**src/rtl/res_matrix_drain_pkg.sv**
```systemverilog
// rtl/res_matrix_drain_pkg.sv - shared types and default sizes for the result matrix store, drain and multiplier
package res_matrix_drain_pkg;

    // Drain sequencer states
    typedef enum logic [1:0] {
        IDLE  = 2'd0,
        FETCH = 2'd1,
        SEND  = 2'd2,
        DONE  = 2'd3
    } drain_state_e;

    // Default geometry shared by the store, the drain and the multiplier top
    localparam int M_DEF  = 2;
    localparam int DW_DEF = 8;
    localparam int RW_DEF = 3 * DW_DEF;
    localparam int CW_DEF = 8;

endpackage

```
**src/rtl/res_matrix_addr_gen.sv**
```systemverilog
// rtl/res_matrix_addr_gen.sv - row-major row/col walker that parks on the last element
module res_matrix_addr_gen
    import res_matrix_drain_pkg::*;
#(
    parameter int M  = M_DEF,
    parameter int DW = DW_DEF
) (
    input  logic          clk,
    input  logic          rst_n,
    input  logic          clear,
    input  logic          advance,
    output logic [DW-1:0] row,
    output logic [DW-1:0] col,
    output logic          is_last
);

    localparam logic [DW-1:0] LAST = DW'(M - 1);
    localparam logic [DW-1:0] ONE  = DW'(1);

    logic [DW-1:0] row_q, row_d;
    logic [DW-1:0] col_q, col_d;

    assign is_last = (row_q == LAST) && (col_q == LAST);
    assign row     = row_q;
    assign col     = col_q;

    // Next address: clear wins, otherwise step col then row, never past the last element
    always_comb begin
        row_d = row_q;
        col_d = col_q;
        if (clear) begin
            row_d = '0;
            col_d = '0;
        end else if (advance && !is_last) begin
            if (col_q == LAST) begin
                col_d = '0;
                row_d = row_q + ONE;
            end else begin
                col_d = col_q + ONE;
            end
        end
    end

    // Address registers
    always_ff @(posedge clk or negedge rst_n) begin
        if (!rst_n) begin
            row_q <= '0;
            col_q <= '0;
        end else begin
            row_q <= row_d;
            col_q <= col_d;
        end
    end

endmodule

```
**src/rtl/res_matrix_drain.sv**
```systemverilog
// rtl/res_matrix_drain.sv - streams the M x M result matrix out row-major with overflow tagging
module res_matrix_drain
    import res_matrix_drain_pkg::*;
#(
    parameter int M   = M_DEF,
    parameter int DW  = DW_DEF,
    parameter int RW  = 3 * DW,
    parameter int SAT = 0,
    parameter int CW  = CW_DEF
) (
    input  logic             clk,
    input  logic             rst,
    input  logic             start,
    output logic             busy,
    output logic             done,
    output logic [DW-1:0]    rowSel,
    output logic [DW-1:0]    colSel,
    input  logic [DW-1:0]    memData,
    input  logic [RW-DW-1:0] memOf,
    output logic             outValid,
    input  logic             outReady,
    output logic [DW-1:0]    outData,
    output logic             outOvf,
    output logic [DW-1:0]    outRow,
    output logic [DW-1:0]    outCol,
    output logic             outLast,
    output logic [CW-1:0]    ovfCount
);

    localparam logic [CW-1:0] CNT_ONE = CW'(1);

    drain_state_e state_q, state_d;

    logic          busy_q, busy_d;
    logic          done_q, done_d;
    logic          out_valid_q, out_valid_d;
    logic [DW-1:0] out_data_q, out_data_d;
    logic          out_ovf_q, out_ovf_d;
    logic [DW-1:0] out_row_q, out_row_d;
    logic [DW-1:0] out_col_q, out_col_d;
    logic          out_last_q, out_last_d;
    logic [CW-1:0] ovf_count_q, ovf_count_d;

    logic          addr_clear;
    logic          capture;
    logic [DW-1:0] cur_row;
    logic [DW-1:0] cur_col;
    logic          cur_is_last;
    logic          mem_ovf;
    logic [DW-1:0] cap_data;

    res_matrix_addr_gen #(
        .M  (M),
        .DW (DW)
    ) u_addr_gen (
        .clk     (clk),
        .rst_n   (rst),
        .clear   (addr_clear),
        .advance (capture),
        .row     (cur_row),
        .col     (cur_col),
        .is_last (cur_is_last)
    );

    assign mem_ovf  = |memOf;
    assign cap_data = ((SAT != 0) && mem_ovf) ? {DW{1'b1}} : memData;

    // Sequencer and output-register next state; a capture loads the element at the current address and steps it
    always_comb begin
        state_d     = state_q;
        busy_d      = busy_q;
        done_d      = 1'b0;
        out_valid_d = out_valid_q;
        out_data_d  = out_data_q;
        out_ovf_d   = out_ovf_q;
        out_row_d   = out_row_q;
        out_col_d   = out_col_q;
        out_last_d  = out_last_q;
        ovf_count_d = ovf_count_q;
        addr_clear  = 1'b0;
        capture     = 1'b0;

        case (state_q)
            IDLE: begin
                if (start) begin
                    state_d     = FETCH;
                    addr_clear  = 1'b1;
                    ovf_count_d = '0;
                    busy_d      = 1'b1;
                end
            end
            FETCH: begin
                capture = 1'b1;
                state_d = SEND;
            end
            SEND: begin
                if (out_valid_q && outReady) begin
                    if (out_last_q) begin
                        out_valid_d = 1'b0;
                        state_d     = DONE;
                    end else begin
                        capture = 1'b1;
                    end
                end
            end
            DONE: begin
                done_d  = 1'b1;
                busy_d  = 1'b0;
                state_d = IDLE;
            end
            default: begin
                state_d = IDLE;
            end
        endcase

        if (capture) begin
            out_valid_d = 1'b1;
            out_data_d  = cap_data;
            out_ovf_d   = mem_ovf;
            out_row_d   = cur_row;
            out_col_d   = cur_col;
            out_last_d  = cur_is_last;
            if (mem_ovf && (ovf_count_q != {CW{1'b1}})) begin
                ovf_count_d = ovf_count_q + CNT_ONE;
            end
        end
    end

    // State and output registers; reset aborts a pass and clears every output
    always_ff @(posedge clk or negedge rst) begin
        if (!rst) begin
            state_q     <= IDLE;
            busy_q      <= 1'b0;
            done_q      <= 1'b0;
            out_valid_q <= 1'b0;
            out_data_q  <= '0;
            out_ovf_q   <= 1'b0;
            out_row_q   <= '0;
            out_col_q   <= '0;
            out_last_q  <= 1'b0;
            ovf_count_q <= '0;
        end else begin
            state_q     <= state_d;
            busy_q      <= busy_d;
            done_q      <= done_d;
            out_valid_q <= out_valid_d;
            out_data_q  <= out_data_d;
            out_ovf_q   <= out_ovf_d;
            out_row_q   <= out_row_d;
            out_col_q   <= out_col_d;
            out_last_q  <= out_last_d;
            ovf_count_q <= ovf_count_d;
        end
    end

    assign busy     = busy_q;
    assign done     = done_q;
    assign rowSel   = cur_row;
    assign colSel   = cur_col;
    assign outValid = out_valid_q;
    assign outData  = out_data_q;
    assign outOvf   = out_ovf_q;
    assign outRow   = out_row_q;
    assign outCol   = out_col_q;
    assign outLast  = out_last_q;
    assign ovfCount = ovf_count_q;

endmodule

```
**config.mk**
```make
export PLATFORM = sky130hd
export DESIGN_NAME = res_matrix_drain
export DESIGN_NICKNAME = d
export VERILOG_FILES = /design/src/rtl/res_matrix_drain_pkg.sv /design/src/rtl/res_matrix_addr_gen.sv /design/src/rtl/res_matrix_drain.sv
export SDC_FILE = /design/constraint.sdc
export NUM_CORES = 1
export LEC_CHECK = 0
export CORE_MARGIN = 2
export CORE_UTILIZATION = 42
export CTS_CLUSTER_DIAMETER = 120
export DETAILED_ROUTE_END_ITERATION = 8
export PLACE_DENSITY = 0.76
export SYNTH_ARGS = -nofsm -noshare
export SYNTH_HDL_FRONTEND = slang
export SYNTH_HIERARCHICAL = 1
export SYNTH_SLANG_ARGS = --single-unit
```
**constraint.sdc**
```tcl
create_clock -name clk -period 2.86 [get_ports clk]
set_input_delay 0.572 -clock clk [delete_from_list [all_inputs] [get_ports clk]]
set_output_delay 0.572 -clock clk [all_outputs]
set_load 0.005 [all_outputs]
```
==> results.sh <==
export IMPL_outcome="completed"
export IMPL_synth_cell_type_count=43
export IMPL_crit_chain="inv_1, ha_1, and4b_1, o21ai_2, clkinv_1, nor2b_1, o21ai_1, nor3b_1, a211o_1"
export IMPL_cts_htree_levels=2
export IMPL_hold_buffers=0
export IMPL_p_leak_nw=1.74
export IMPL_place_inst=448
export IMPL_synth_seq_cells=55
export IMPL_arrival_ns=2.46
export IMPL_yosys_warnings=6
export IMPL_synth_async_sr_flop_share_pct=100
export IMPL_finClkSkew_ns=0.0151
export IMPL_report_final_setup_viol=0
export IMPL_wl_per_cell_um=14.7
export IMPL_grtUsageTotal_pct=19.9
export IMPL_dr_first_iter_drc_count=98
export IMPL_yosysSeqAreaShare_pct=51.3
export IMPL_drive_gt1_share_pct=5.80
export IMPL_stdcell_area_um2=3680
export IMPL_io_pins=81
export IMPL_cts_setup_buffers=0
export IMPL_drc_errors=0
export IMPL_die_w_um=83.9
export IMPL_via_per_inst=5.38
export IMPL_area_growth_pct=37.3
export IMPL_slew_headroom_pct=63.1
export IMPL_grt_pass1_wl_um=11500
export IMPL_clkLatencyLatePin_ns=0.31
export IMPL_final_cell_mix="nand2_1, clkdlybuf4s50_1, dfrtp_1"
export IMPL_slowest_delay_ns=0.41
export IMPL_synthCells=292
export IMPL_wl_um=6690
export IMPL_rsz0062_at_grt="false"
export IMPL_io_buffer_count=80
export IMPL_path_class="register to register"
export IMPL_final_common_cell="nand2_1"
export IMPL_power_density_nw_per_um2=756
export IMPL_cp_start_kind="register"
export IMPL_wl_met1_um=2890
export IMPL_fin_cells=456
export IMPL_cp_top_family="compound AO/OA/AOI/OAI gates"
export IMPL_clockBufferDepth=2
export IMPL_power_mw=2.78
export IMPL_maxUsedRoutingLayer="met4"
export IMPL_synth_edff_count=0
export IMPL_cpMaxStageDelayCell="dfrtp_1"
export IMPL_dr_pass1_iters=4
export IMPL_multi_input_area_um2=1240
export IMPL_placed_area_um2=3600
export IMPL_cts_tree="done"
export IMPL_tightest_slew_ns=0.549
export IMPL_rows=29
export IMPL_min_path_type="primary input to async pin"
export IMPL_dp_hpwl_um=4870
export IMPL_antenna_found_initial=0
export IMPL_timing_hold_ws_ns=0.206
export IMPL_critPathCaptureType="register"
export IMPL_clock_fmax_mhz=440
export IMPL_antenna_left=0
export IMPL_clkSlewWorstSetupHoldPaths_ns=0.10
export IMPL_cap_viol_max_count=0
export IMPL_synthFlopType="dfrtp_1"
export IMPL_critPathBufInv=2
export IMPL_coreArea_um2=6280
export IMPL_wl_met3_um=420
export IMPL_ir_drop_mv=0.530
export IMPL_via_count=2454
export IMPL_finalSetupTns_ns=0
export IMPL_path_max_fanout=7
export IMPL_worst_slack_ns=0.588
export IMPL_netlist_area_um2=2680
export IMPL_first_global_vias=2432
export IMPL_start_util_pct=42.7
export IMPL_grt_overflow=0
export IMPL_cts_sinks=55
export IMPL_synthesis_nets=329
export IMPL_finalHoldViolations=0
export IMPL_grt_max_degree=36
export IMPL_finalCriticalPeriod_ns=2.27
export IMPL_die_area_um2=7040
export IMPL_fin_util_pct=58.7
export IMPL_finalNetCount=415
export IMPL_cts_buffers=5
export IMPL_fin_crit_sh_pct=79.4
export IMPL_cts_root_buf="clkbuf_8"
export IMPL_place_ws_ns=0.285
export IMPL_die_h_um=83.9
export IMPL_wl_met2_um=3320
export IMPL_regArea_um2=1380
export IMPL_syn_mean_instance_area_um2=9.18
export IMPL_filler_cell_count=590
export IMPL_drv_slew=0
export IMPL_post_cts_resized=0
export IMPL_required_ns=3.05
export IMPL_antenna_cells=0
export IMPL_gp_congestion=0.860
## Yosys cell counts (2+ instances only)
library cell,n,area (um2)
nand2_1,96,360
dfrtp_1,55,1380
nand3_1,15,75.1
nor2_1,11,41.3
and3_1,10,62.6
ha_1,9,113
inv_1,8,30.0
a21oi_1,6,30.0
nand4_1,6,37.5
nor3_1,6,30.0
nor4_1,5,31.3
o21ai_0,5,25.0
a211o_1,4,35.0
clkbuf_1,4,15.0
mux2i_1,4,40.0
nor2b_1,4,25.0
o211ai_1,4,30.0
or3_1,4,25.0
nor3b_1,3,22.5
or4_1,3,22.5
xor2_1,3,26.3
a31oi_1,2,12.5
buf_1,2,7.51
buf_2,2,10.0
o21ai_1,2,10.0
xnor2_1,2,17.5
## cell families (layout without fill, tap and decap cells)
family          count (synthesis)  in the layout  share of synthesized area (%)
compound gates                 30             30                           7.56
xor+xnor                        5              5                           1.63
fa+ha+maj                       9              9                           4.20
buf+inv                        17            104                           2.47
flops                          55             55                           51.3
mux                             5              5                           1.91
simple gates                  171            171                           30.9
## registers in the layout (all words and copies together) (netlist names)
register and flops:
outCol 8, outData 8, outRow 8, ovfCount 8, u_addr_gen/col 8, u_addr_gen/row 8
state_q 2, busy 1, done 1, outLast 1, outOvf 1, outValid 1
## cell type report
| cell class | instances | share of cell area [%] |
|---|---|---|
| flip-flops and latches | 55 | 37.4 |
| multi-input cells | 220 | 33.7 |
| repair buffers | 87 | 23.0 |
| well taps | 77 | 2.62 |
| clock buffers | 6 | 1.97 |
| inverters | 9 | 0.917 |
| clock inverters | 2 | 0.340 |
## worst paths after layout
| check | startpoint | end | slack [ns] | cells after the start |
|---|---|---|---|---|
| max | state_q[0] | u_addr_gen/col[2] | 0.59 | 9 |
| min | rst | ovfCount[4] | 0.21 | 1 |
| max reg2reg | state_q[0] | u_addr_gen/col[2] | 0.59 | 9 |
| min reg2reg | outData[0] | outData[0] | 0.48 | 2 |
| max in group asynchronous | rst | outCol[2] | 1.83 | 2 |
| min in group clk | outData[0] | outData[0] | 0.48 | 2 |
## worst reg2reg max path, delay by kind of cell, from the launching register on
kind,cells,cell delay [ns]
AOI/OAI and AO/OA,3,0.76
and+or+nand+nor,3,0.49
DFF,1,0.41
buffers and inverters,2,0.26
adders and majority gates,1,0.24
## metal layers
metal / vias up / track usage [%]
li1: 1184 / -
met1: 1175 / 25.0
met2: 89 / 34.3
met3: 6 / 5.14
met4: 0 / 5.13
met5: - / 0
## power breakdown
part	total (mW)	internal [mW]	switching [mW]
logic	1.23	0.593	0.639
registers	1.13	0.958	0.170
clock network	0.424	0.172	0.252
(Power assumes the default switching activity.)
